===== src/rtl/sys_bus_pkg.sv =====
// Shared types and helpers for the data-side bus controller.
package sys_bus_pkg;

   // Controller sequencing states
   typedef enum logic [1:0] {
      IDLE   = 2'd0,
      ACCESS = 2'd1,
      RESP   = 2'd2
   } state_t;

   // Kind of completion reported back to the CPU
   typedef logic [1:0] err_kind_t;

   localparam err_kind_t ERR_NONE    = 2'd0;
   localparam err_kind_t ERR_DECODE  = 2'd1;
   localparam err_kind_t ERR_TIMEOUT = 2'd2;

   // Width needed to hold a decoded slave index (at least one bit)
   function automatic int slv_idx_w(input int num_slv);
      return (num_slv > 1) ? $clog2(num_slv) : 1;
   endfunction

endpackage


===== src/rtl/bus_wdt.sv =====
// Clearable wait-state counter; flags when an access has used its last allowed cycle.
module bus_wdt #(
   parameter int TIMEOUT = 64
) (
   input  logic clk,
   input  logic rst_n,
   input  logic clr,
   input  logic inc,
   output logic expire
);

   localparam int CNT_W = $clog2(TIMEOUT);

   logic [CNT_W-1:0] cnt_reg;

   // Count ACCESS cycles without ready; clear whenever no access is in flight
   always_ff @(posedge clk or negedge rst_n) begin
      if (!rst_n) begin
         cnt_reg <= '0;
      end else if (clr) begin
         cnt_reg <= '0;
      end else if (inc) begin
         cnt_reg <= cnt_reg + 1'b1;
      end
   end

   // The counter reads TIMEOUT-1 during the final permitted ACCESS cycle
   assign expire = (cnt_reg == CNT_W'(TIMEOUT - 1));

endmodule


===== src/rtl/sys_bus_ctrl.sv =====
// Registered CPU data-port bus controller: decodes the slave from the upper
// address bits, waits for the selected slave's ready, and returns a one-cycle
// completion with read data or an error (decode miss or timeout).
module sys_bus_ctrl
   import sys_bus_pkg::*;
#(
   parameter int NUM_SLV = 4,
   parameter int ADDR_W  = 32,
   parameter int DATA_W  = 32,
   parameter int SEL_LSB = 28,
   parameter int TIMEOUT = 64
) (
   input  logic                      clk,
   input  logic                      rst_n,
   input  logic                      m_valid,
   input  logic [ADDR_W-1:0]         m_addr,
   input  logic [DATA_W-1:0]         m_wdata,
   input  logic                      m_wen,
   input  logic [DATA_W/8-1:0]       m_wstrb,
   output logic                      m_good,
   output logic [DATA_W-1:0]         m_rdata,
   output logic                      m_err,
   output logic [NUM_SLV-1:0]        s_sel,
   output logic [ADDR_W-1:0]         s_addr,
   output logic [DATA_W-1:0]         s_wdata,
   output logic                      s_wen,
   output logic [DATA_W/8-1:0]       s_wstrb,
   input  logic [NUM_SLV*DATA_W-1:0] s_rdata,
   input  logic [NUM_SLV-1:0]        s_ready,
   output logic [ADDR_W-1:0]         err_addr,
   output logic [7:0]                err_cnt
);

   localparam int IDX_W     = ADDR_W - SEL_LSB;
   localparam int SLV_IDX_W = slv_idx_w(NUM_SLV);

   state_t                  state_reg;
   state_t                  state_next;
   logic [SLV_IDX_W-1:0]    idx_reg;
   logic [IDX_W-1:0]        idx_in;
   logic                    decode_ok;
   logic [NUM_SLV-1:0]      sel_vec;
   logic [DATA_W-1:0]       rd_masked [NUM_SLV];
   logic [DATA_W-1:0]       rd_mux;
   logic                    ready_hit;
   logic                    expire;
   logic                    accept;
   logic                    decode_err;
   logic                    timeout_err;
   logic [ADDR_W-1:0]       s_addr_reg;
   logic [DATA_W-1:0]       s_wdata_reg;
   logic                    s_wen_reg;
   logic [DATA_W/8-1:0]     s_wstrb_reg;
   logic [DATA_W-1:0]       m_rdata_reg;
   err_kind_t               err_kind_reg;
   logic [ADDR_W-1:0]       err_addr_reg;
   logic [7:0]              err_cnt_reg;
   logic [7:0]              err_cnt_next;

   // Slave index field of the incoming address and its range check
   assign idx_in    = m_addr[ADDR_W-1:SEL_LSB];
   assign decode_ok = (32'(idx_in) < NUM_SLV);

   assign accept      = (state_reg == IDLE) && m_valid;
   assign decode_err  = accept && !decode_ok;
   assign timeout_err = (state_reg == ACCESS) && !ready_hit && expire;

   // Per-slave select decode and masked read-data slices
   generate
      for (genvar gi = 0; gi < NUM_SLV; gi++) begin : g_slv
         assign sel_vec[gi]   = (idx_reg == SLV_IDX_W'(gi));
         assign rd_masked[gi] = sel_vec[gi] ? s_rdata[gi*DATA_W +: DATA_W] : '0;
      end
   endgenerate

   // OR-combine the masked slices; at most one is non-zero
   always_comb begin
      rd_mux = '0;
      for (int i = 0; i < NUM_SLV; i++) begin
         rd_mux = rd_mux | rd_masked[i];
      end
   end

   // Only the selected slave's ready can complete the access
   assign ready_hit = |(s_ready & sel_vec);

   bus_wdt #(
      .TIMEOUT (TIMEOUT)
   ) u_wdt (
      .clk    (clk),
      .rst_n  (rst_n),
      .clr    (state_reg != ACCESS),
      .inc    ((state_reg == ACCESS) && !ready_hit),
      .expire (expire)
   );

   // State register
   always_ff @(posedge clk or negedge rst_n) begin
      if (!rst_n) begin
         state_reg <= IDLE;
      end else begin
         state_reg <= state_next;
      end
   end

   // Next-state logic; ready takes priority over the timeout
   always_comb begin
      state_next = state_reg;
      case (state_reg)
         IDLE: begin
            if (m_valid) begin
               state_next = decode_ok ? ACCESS : RESP;
            end
         end
         ACCESS: begin
            if (ready_hit || expire) begin
               state_next = RESP;
            end
         end
         RESP: begin
            state_next = IDLE;
         end
         default: begin
            state_next = IDLE;
         end
      endcase
   end

   // FSM-derived outputs
   always_comb begin
      m_good = (state_reg == RESP);
      m_err  = (err_kind_reg != ERR_NONE);
      s_sel  = (state_reg == ACCESS) ? sel_vec : '0;
   end

   // Saturating error counter increment
   always_comb begin
      err_cnt_next = (err_cnt_reg == 8'hFF) ? 8'hFF : err_cnt_reg + 8'd1;
   end

   // Request latch: captured once per accepted request and broadcast to slaves
   always_ff @(posedge clk or negedge rst_n) begin
      if (!rst_n) begin
         s_addr_reg  <= '0;
         s_wdata_reg <= '0;
         s_wen_reg   <= 1'b0;
         s_wstrb_reg <= '0;
         idx_reg     <= '0;
      end else if (accept) begin
         s_addr_reg  <= m_addr;
         s_wdata_reg <= m_wdata;
         s_wen_reg   <= m_wen;
         s_wstrb_reg <= m_wstrb;
         idx_reg     <= SLV_IDX_W'(idx_in);
      end
   end

   // Response and error bookkeeping registers
   always_ff @(posedge clk or negedge rst_n) begin
      if (!rst_n) begin
         m_rdata_reg  <= '0;
         err_kind_reg <= ERR_NONE;
         err_addr_reg <= '0;
         err_cnt_reg  <= '0;
      end else begin
         if (decode_err) begin
            m_rdata_reg  <= '0;
            err_kind_reg <= ERR_DECODE;
            err_addr_reg <= m_addr;
            err_cnt_reg  <= err_cnt_next;
         end else if (accept) begin
            err_kind_reg <= ERR_NONE;
         end else if ((state_reg == ACCESS) && ready_hit) begin
            m_rdata_reg  <= s_wen_reg ? '0 : rd_mux;
            err_kind_reg <= ERR_NONE;
         end else if (timeout_err) begin
            m_rdata_reg  <= '0;
            err_kind_reg <= ERR_TIMEOUT;
            err_addr_reg <= s_addr_reg;
            err_cnt_reg  <= err_cnt_next;
         end
      end
   end

   assign s_addr   = s_addr_reg;
   assign s_wdata  = s_wdata_reg;
   assign s_wen    = s_wen_reg;
   assign s_wstrb  = s_wstrb_reg;
   assign m_rdata  = m_rdata_reg;
   assign err_addr = err_addr_reg;
   assign err_cnt  = err_cnt_reg;

endmodule


===== config.mk =====
export PLATFORM = sky130hd
export DESIGN_NAME = sys_bus_ctrl
export DESIGN_NICKNAME = d
export VERILOG_FILES = /design/src/rtl/sys_bus_pkg.sv /design/src/rtl/bus_wdt.sv /design/src/rtl/sys_bus_ctrl.sv
export SDC_FILE = /design/constraint.sdc
export NUM_CORES = 1
export LEC_CHECK = 0
export CAP_MARGIN = 20
export CORE_MARGIN = 2
export CORE_UTILIZATION = 40
export DETAILED_ROUTE_END_ITERATION = 10
export GPL_TIMING_DRIVEN = 0
export PLACE_DENSITY = 0.8
export SYNTH_ARGS = -nofsm -noshare
export SYNTH_HDL_FRONTEND = slang
export SYNTH_SLANG_ARGS = --single-unit

===== constraint.sdc =====
create_clock -name clk -period 2.8 [get_ports clk]
set_clock_uncertainty 0.2 [all_clocks]
set_input_delay 0.56 -clock clk [delete_from_list [all_inputs] [get_ports clk]]
set_output_delay 0.56 -clock clk [all_outputs]
set_load 0.02 [all_outputs]

==> results of run 1 <==
==> cell usage in the layout (no fill, tap or decap), types with 3 or more instances in the layout <==
master / netlist / routed
nor3_1: 3 / 3
o21ai_1: 26 / 26
a21oi_1: 5 / 4
clkbuf_1: 29 / 24
nand2b_1: 3 / 3
clkbuf_16: 0 / 17
o2111ai_1: 3 / 3
dfrtp_1: 151 / 151
clkbuf_2: 0 / 4
mux2i_1: 31 / 31
buf_6: 4 / 5
clkinvlp_4: 0 / 4
clkdlybuf4s50_1: 0 / 347
clkbuf_8: 0 / 5
o21ai_0: 10 / 10
mux4_2: 33 / 33
bufinv_16: 0 / 4
and3_1: 4 / 4
nand2_1: 247 / 247
mux2_2: 8 / 8
buf_2: 5 / 5
a22o_1: 34 / 34
nor2_1: 7 / 7
nand3_1: 5 / 5
==> worst max path at each step <==
stage                       from      endpoint  slack (ns)  cells past startpoint
floorplan             idx_reg[0]  err_addr[10]        0.41                      6
global placement           rst_n    m_rdata[8]       -5.21                      1
detailed placement       m_valid  err_addr[27]       -0.62                      9
CTS                   idx_reg[0]   err_addr[7]        0.04                      6
global route        state_reg[1]      s_sel[1]       -0.01                      4
finish                s_addr[29]      s_sel[3]        0.09                      3
==> report_power, final <==
part / total (uW) / internal, uW / switching, uW / leakage [uW]
clock: 2500 / 1590 / 911 / 0.000305
combinational: 4160 / 2020 / 2130 / 0.00269
sequential: 3250 / 2800 / 453 / 0.00192
total: 9910 / 6420 / 3500 / 0.00491
==> timing repair <==
action,4_1_cts,5_1_grt
endpoints found under the hold margin,67,0
pin swaps,0,1
resized for setup,12,2
setup endpoints to repair,36,58
hold buffers,1,0
==> final cells by class <==
class                   count  area, um^2  share of cell area [%]
inverters                   1        3.75                  0.0330
well taps                 220         275                    2.42
multi-input cells         441        2910                    25.6
clock buffers              22         484                    4.26
repair buffers            352        3540                    31.1
plain buffers              41         213                    1.87
flip-flops and latches    151        3780                    33.2
clock inverters            10         168                    1.47
==> logic make-up after synthesis <==
| logic type | Yosys count | share of synthesized area (%) |
|---|---|---|
| AND/OR/NAND/NOR | 278 | 16.1 |
| buffers and inverters | 44 | 2.98 |
| multiplexers | 72 | 16.6 |
| AO/OA/AOI/OAI | 86 | 8.62 |
| flip-flops | 151 | 54.9 |
| adder cells (fa/ha/maj) | 2 | 0.364 |
| XOR/XNOR | 3 | 0.382 |
==> metal layers <==
metal | share of wire, % | GRT usage [%] | wire length, um
met5 | 0.057 | 0 | 14
met4 | 3.4 | 10.0 | 847
met3 | 8.1 | 8.87 | 2010
met2 | 48 | 42.2 | 11800
met1 | 41 | 35.7 | 10100
==> stage by stage <==
| step | area [um^2] | hold WS (ns) | power [uW] |
|---|---|---|---|
| 3_5_place_dp | 10700 | 0.262 | 7420 |
| 3_3_place_gp | 10700 | 0.257 | 7360 |
| 6_report | 11400 | 0.276 | 9910 |
| 2_1_floorplan | 6880 | 0.0644 | 5270 |
| 4_1_cts | 11400 | 0.277 | 9960 |
| 5_1_grt | 11400 | 0.296 | 10400 |
==> worst register-to-register path, delay by kind of cell, from the launching register on <==
family	cells	cell delay, ns
AOI/OAI and AO/OA	1	0.08
buffers and inverters	2	0.45
DFF	1	0.48
muxes	2	0.83
and+or+nand+nor	1	0.43
==> out/qor.txt, run 1 <==
outcome -> finished clean
first-pass GRT wire length -> 37.0 mm
CTS Sinks -> 151
Routed WL -> 24.8 mm
clock insertion delay at the later pin of the skew report -> 0.42 ns
CP cell instances -> clkbuf_8 > and3_1 > clkdlybuf4s50_1
DR DRC count -> 0
Inst Count DP -> 1207
Hold EP -> s_wdata[1]
Post-Place Setup Slack -> -0.616 ns
main flop type after synthesis -> dfrtp_1
relative slew slack -> 46.7%
CTS root buf -> clkbuf_16
port bufs -> 350
reg2reg setup slack -> 0.20 ns
fin crit period -> 2.71 ns
Post-synth EDFFs -> 0
RSZ-0062 raised after global routing -> true
setup ws final -> 0.0890 ns
Final Max Slew Viols -> 0
Max FO, Critical Path -> 19
buffer count from post-CTS setup fixing -> 0
reg2reg path depth -> 6
Mapped Cells -> 636
crit path launch type -> register
All-Layer GR Usage -> 27.1%
Hold Path Class -> register to register
final net count -> 1211
share of layout cells above drive strength 1 -> 9.33%
Leak -> 0.00491 uW
post-synthesis register bit count -> 151
Top Family by Delay on Critical Path -> buffers and inverters
share of the synthesized area in the top cell type -> 54.9%
final setup fails -> 0
total die area -> 18300 um^2
routed vias/inst -> 5.14
gr ovfl total -> 0
Ant. Diodes -> 0
worst path buffer plus inverter count -> 2
Die X -> 135 um
largest net degree at the start of global routing -> 85
drt wl/cell -> 20.0 um
antenna violations before repair -> 1
Max Buffers Root-to-Sink -> 2
IO Pins -> 351
Hold Crit Start -> s_wdata[1]
count of cell types in the netlist -> 36
Peak VDD IR -> 0.000517 V
setup TNS -> 0 ns
final core occ -> 68.1%
CTS tree -> yes
first-pass iteration count of the detailed router -> 5
final cycle utilization of the critical path -> 96.8%
sequential area share after synthesis -> 54.9%
most numerous cell in the Yosys netlist -> nand2_1
worst r2r dst -> err_addr[7]
Cell Rows -> 47
Mapped Nets -> 842
worst r2r src -> idx_reg[0]
synthesized area per cell -> 10.8 um^2
Synth area leader -> dfrtp_1
Antenna Violating Nets Remaining -> 0
DR iter-0 viols -> 429
slowest cell on the critical path -> clkdlybuf4s50_1
final cell count without fillers -> 1238
Arr. time, crit path -> 1.95 ns
clock slew seen by the registers of the worst setup and hold paths -> 0.06 ns
htree depth -> 4
routability cong. -> 0.889
most instantiated cells after synthesis -> 247 x nand2_1, 151 x dfrtp_1, 34 x a22o_1
WHS Path Cells -> 2
total CTS buffers -> 17
Synth area leaders -> dfrtp_1 55%, nand2_1 13%, mux4_2 11%
Least-Margin Pin Slew -> 0.800 ns
Max Cap Viol -> 0
final hold vios -> 0
async set-reset flop share out of synthesis -> 100%
Final HPWL DP -> 18.9 mm
chip height -> 135 um
area grow syn2layout -> 65.2%
Highest Clock Rate -> 369 MHz
Syn. warnings -> 0
post-synthesis cell area -> 6880 um^2
via count -> 6367
crit path kind -> register to primary output
Layout fillers -> 1271
core box area -> 16700 um^2
Initial Util -> 41.2%
power per cell area -> 872 nW/um^2
CP required -> 2.04 ns
Setup crit end kind -> primary output
CP max stage delay -> 0.59 ns
vias in the first global route -> 6403
Note: power is estimated with default switching activity, not from simulation.
==> run 2: changes to the inputs <==
Settings changed: REMOVE_ABC_BUFFERS from default to 1.
==> run 2 against run 1 <==
Cell area grew 0.91%. Largest power group unchanged. Non-clock buffer count shrank 22. Combinational power is essentially flat. Largest cell class is now buffers. Sequential share of layout area shrank 0.24 points. Sequential power is essentially flat. Utilization grew 0.62 points. Flip-flop and latch count is the same. Global-route usage shrank 1.7 points.
==> out/qor.txt, run 2 (synthesis gave the netlist of run 1 again) <==
crit path launch type -> register
commonest non-fill, non-tap cell in the layout -> clkdlybuf4s50_1
GRT met1 Usage -> 29.3%
Arr. time, crit path -> 1.97 ns
met2 Usage GRT -> 44.4%
Max Cap Viol -> 0
crit path kind -> register to primary output
worst r2r src -> idx_reg[0]
core box area -> 16700 um^2
routability cong. -> 0.813
largest net degree at the start of global routing -> 83
total CTS buffers -> 17
Logic pwr share -> 42.4%
gr ovfl total -> 0
via count -> 6274
drt wl/cell -> 18.7 um
All-Layer GR Usage -> 25.4%
power per cell area -> 857 nW/um^2
IO Pins -> 351
Peak VDD IR -> 0.000446 V
RSZ-0062 raised after global routing -> true
Routed WL -> 22.8 mm
reg2reg path depth -> 7
port bufs -> 350
Post-Place Setup Slack -> -0.935 ns
Final HPWL DP -> 16.6 mm
htree depth -> 4
clock insertion delay at the later pin of the skew report -> 0.42 ns
Final Max Slew Viols -> 0
setup ws final -> 0.0708 ns
Antenna Violating Nets Remaining -> 0
vias in the first global route -> 6569
outcome -> finished clean
Switching Fraction -> 34.9%
fin crit period -> 2.73 ns
antenna violations before repair -> 1
Least-Margin Pin Slew -> 0.851 ns
final net count -> 1190
share of layout cells above drive strength 1 -> 10.6%
first-pass iteration count of the detailed router -> 4
commonest cells after routing, fill and taps aside -> 346 x clkdlybuf4s50_1, 246 x nand2_1, 149 x dfrtp_1
DR DRC count -> 0
met3 GRT Util -> 7.07%
final setup fails -> 0
final cell count without fillers -> 1218
CTS Sinks -> 151
Setup crit end kind -> primary output
first-pass GRT wire length -> 35.1 mm
chip height -> 135 um
Max Buffers Root-to-Sink -> 2
placed inst area -> 10700 um^2
final cycle utilization of the critical path -> 97.5%
area grow syn2layout -> 66.7%
clock power share -> 24.4%
Design Power -> 9840 uW
routed vias/inst -> 5.15
worst r2r dst -> err_addr[31]
Max FO, Critical Path -> 21
WHS Path Cells -> 2
CTS tree -> yes
Leak -> 0.00496 uW
relative slew slack -> 43.3%
Hold Path Class -> register to register
hold slack -> 0.274 ns
gr busiest metal -> met2
Initial Util -> 41.2%
DR iter-0 viols -> 397
CP required -> 2.04 ns
Design Area, Final -> 11500 um^2
clock slew seen by the registers of the worst setup and hold paths -> 0.06 ns
Highest Clock Rate -> 366 MHz
P_int -> 6410 uW
CTS root buf -> clkbuf_16
total die area -> 18300 um^2
Hold Crit Start -> s_wdata[30]
net switching power -> 3430 uW
final hold vios -> 0
Die X -> 135 um
Inst Count DP -> 1176
sequential group share of total power -> 33.3%
reg2reg setup slack -> 0.08 ns
Cell Rows -> 47
Hold EP -> s_wdata[30]
[run 2: power groups by stage]
stage	sequential, uW	combinational (uW)	clock (uW)
6_report	3270	4170	2400
5_1_grt	3360	4440	2560
4_1_cts	3270	4180	2460
3_5_place_dp	3330	4030	0
3_3_place_gp	3370	3890	0
2_1_floorplan	4070	1170	0
[run 2: how the worst max path moves through the flow]
stage	startpoint	end	slack, ns	cells after the start
floorplan	m_valid	m_rdata[0]	-4.44	4
global placement	m_valid	m_rdata[11]	-9.52	5
detailed placement	m_valid	err_cnt[5]	-0.94	7
CTS	idx_reg[0]	err_addr[31]	0.02	7
global route	idx_reg[0]	err_addr[31]	-0.004	7
finish	s_addr[29]	s_sel[2]	0.07	3
[run 2: per-layer routing]
metal	up-vias	routed length, um
met5	-	0
met4	0	676
met3	39	1590
met2	259	12000
met1	3081	8570
li1	2895	-
[run 2: worst max-delay path, cell delays in order, from the launching register on]
cell             delay (ns)
dfrtp_4                0.67
nand2_1                0.11
nor2_1                 0.13
clkdlybuf4s50_1        0.65
[run 2: cell type report]
| class | instances | area (um^2) |
|---|---|---|
| diodes | 1 | 2.50 |
| clock buffers | 22 | 484 |
| clock inverters | 10 | 143 |
| fillers | 1303 | 5230 |
| inverters | 1 | 3.75 |
| multi-input cells | 442 | 2970 |
| flip-flops and latches | 151 | 3790 |
| well taps | 220 | 275 |
| repair buffers | 371 | 3820 |
[run 2: through the flow]
| step | utilization [%] | TNS [ns] |
|---|---|---|
| 3_5_place_dp | 64.0 | -53.96 |
| 6_report | 68.7 | 0 |
| 4_1_cts | 68.5 | 0 |
| 3_3_place_gp | 62.6 | -1812.56 |
| 2_1_floorplan | - | -433.67 |
| 5_1_grt | 68.7 | -0.00395 |
[run 2: repair_timing]
action                                  CTS  global route
hold buffers                              1             0
pin swaps                                 2             0
hold endpoints to repair                 69             0
cloned                                    1             1
endpoints found under the setup margin   77            25
resized for setup                        11             2
setup buffers                             6             0
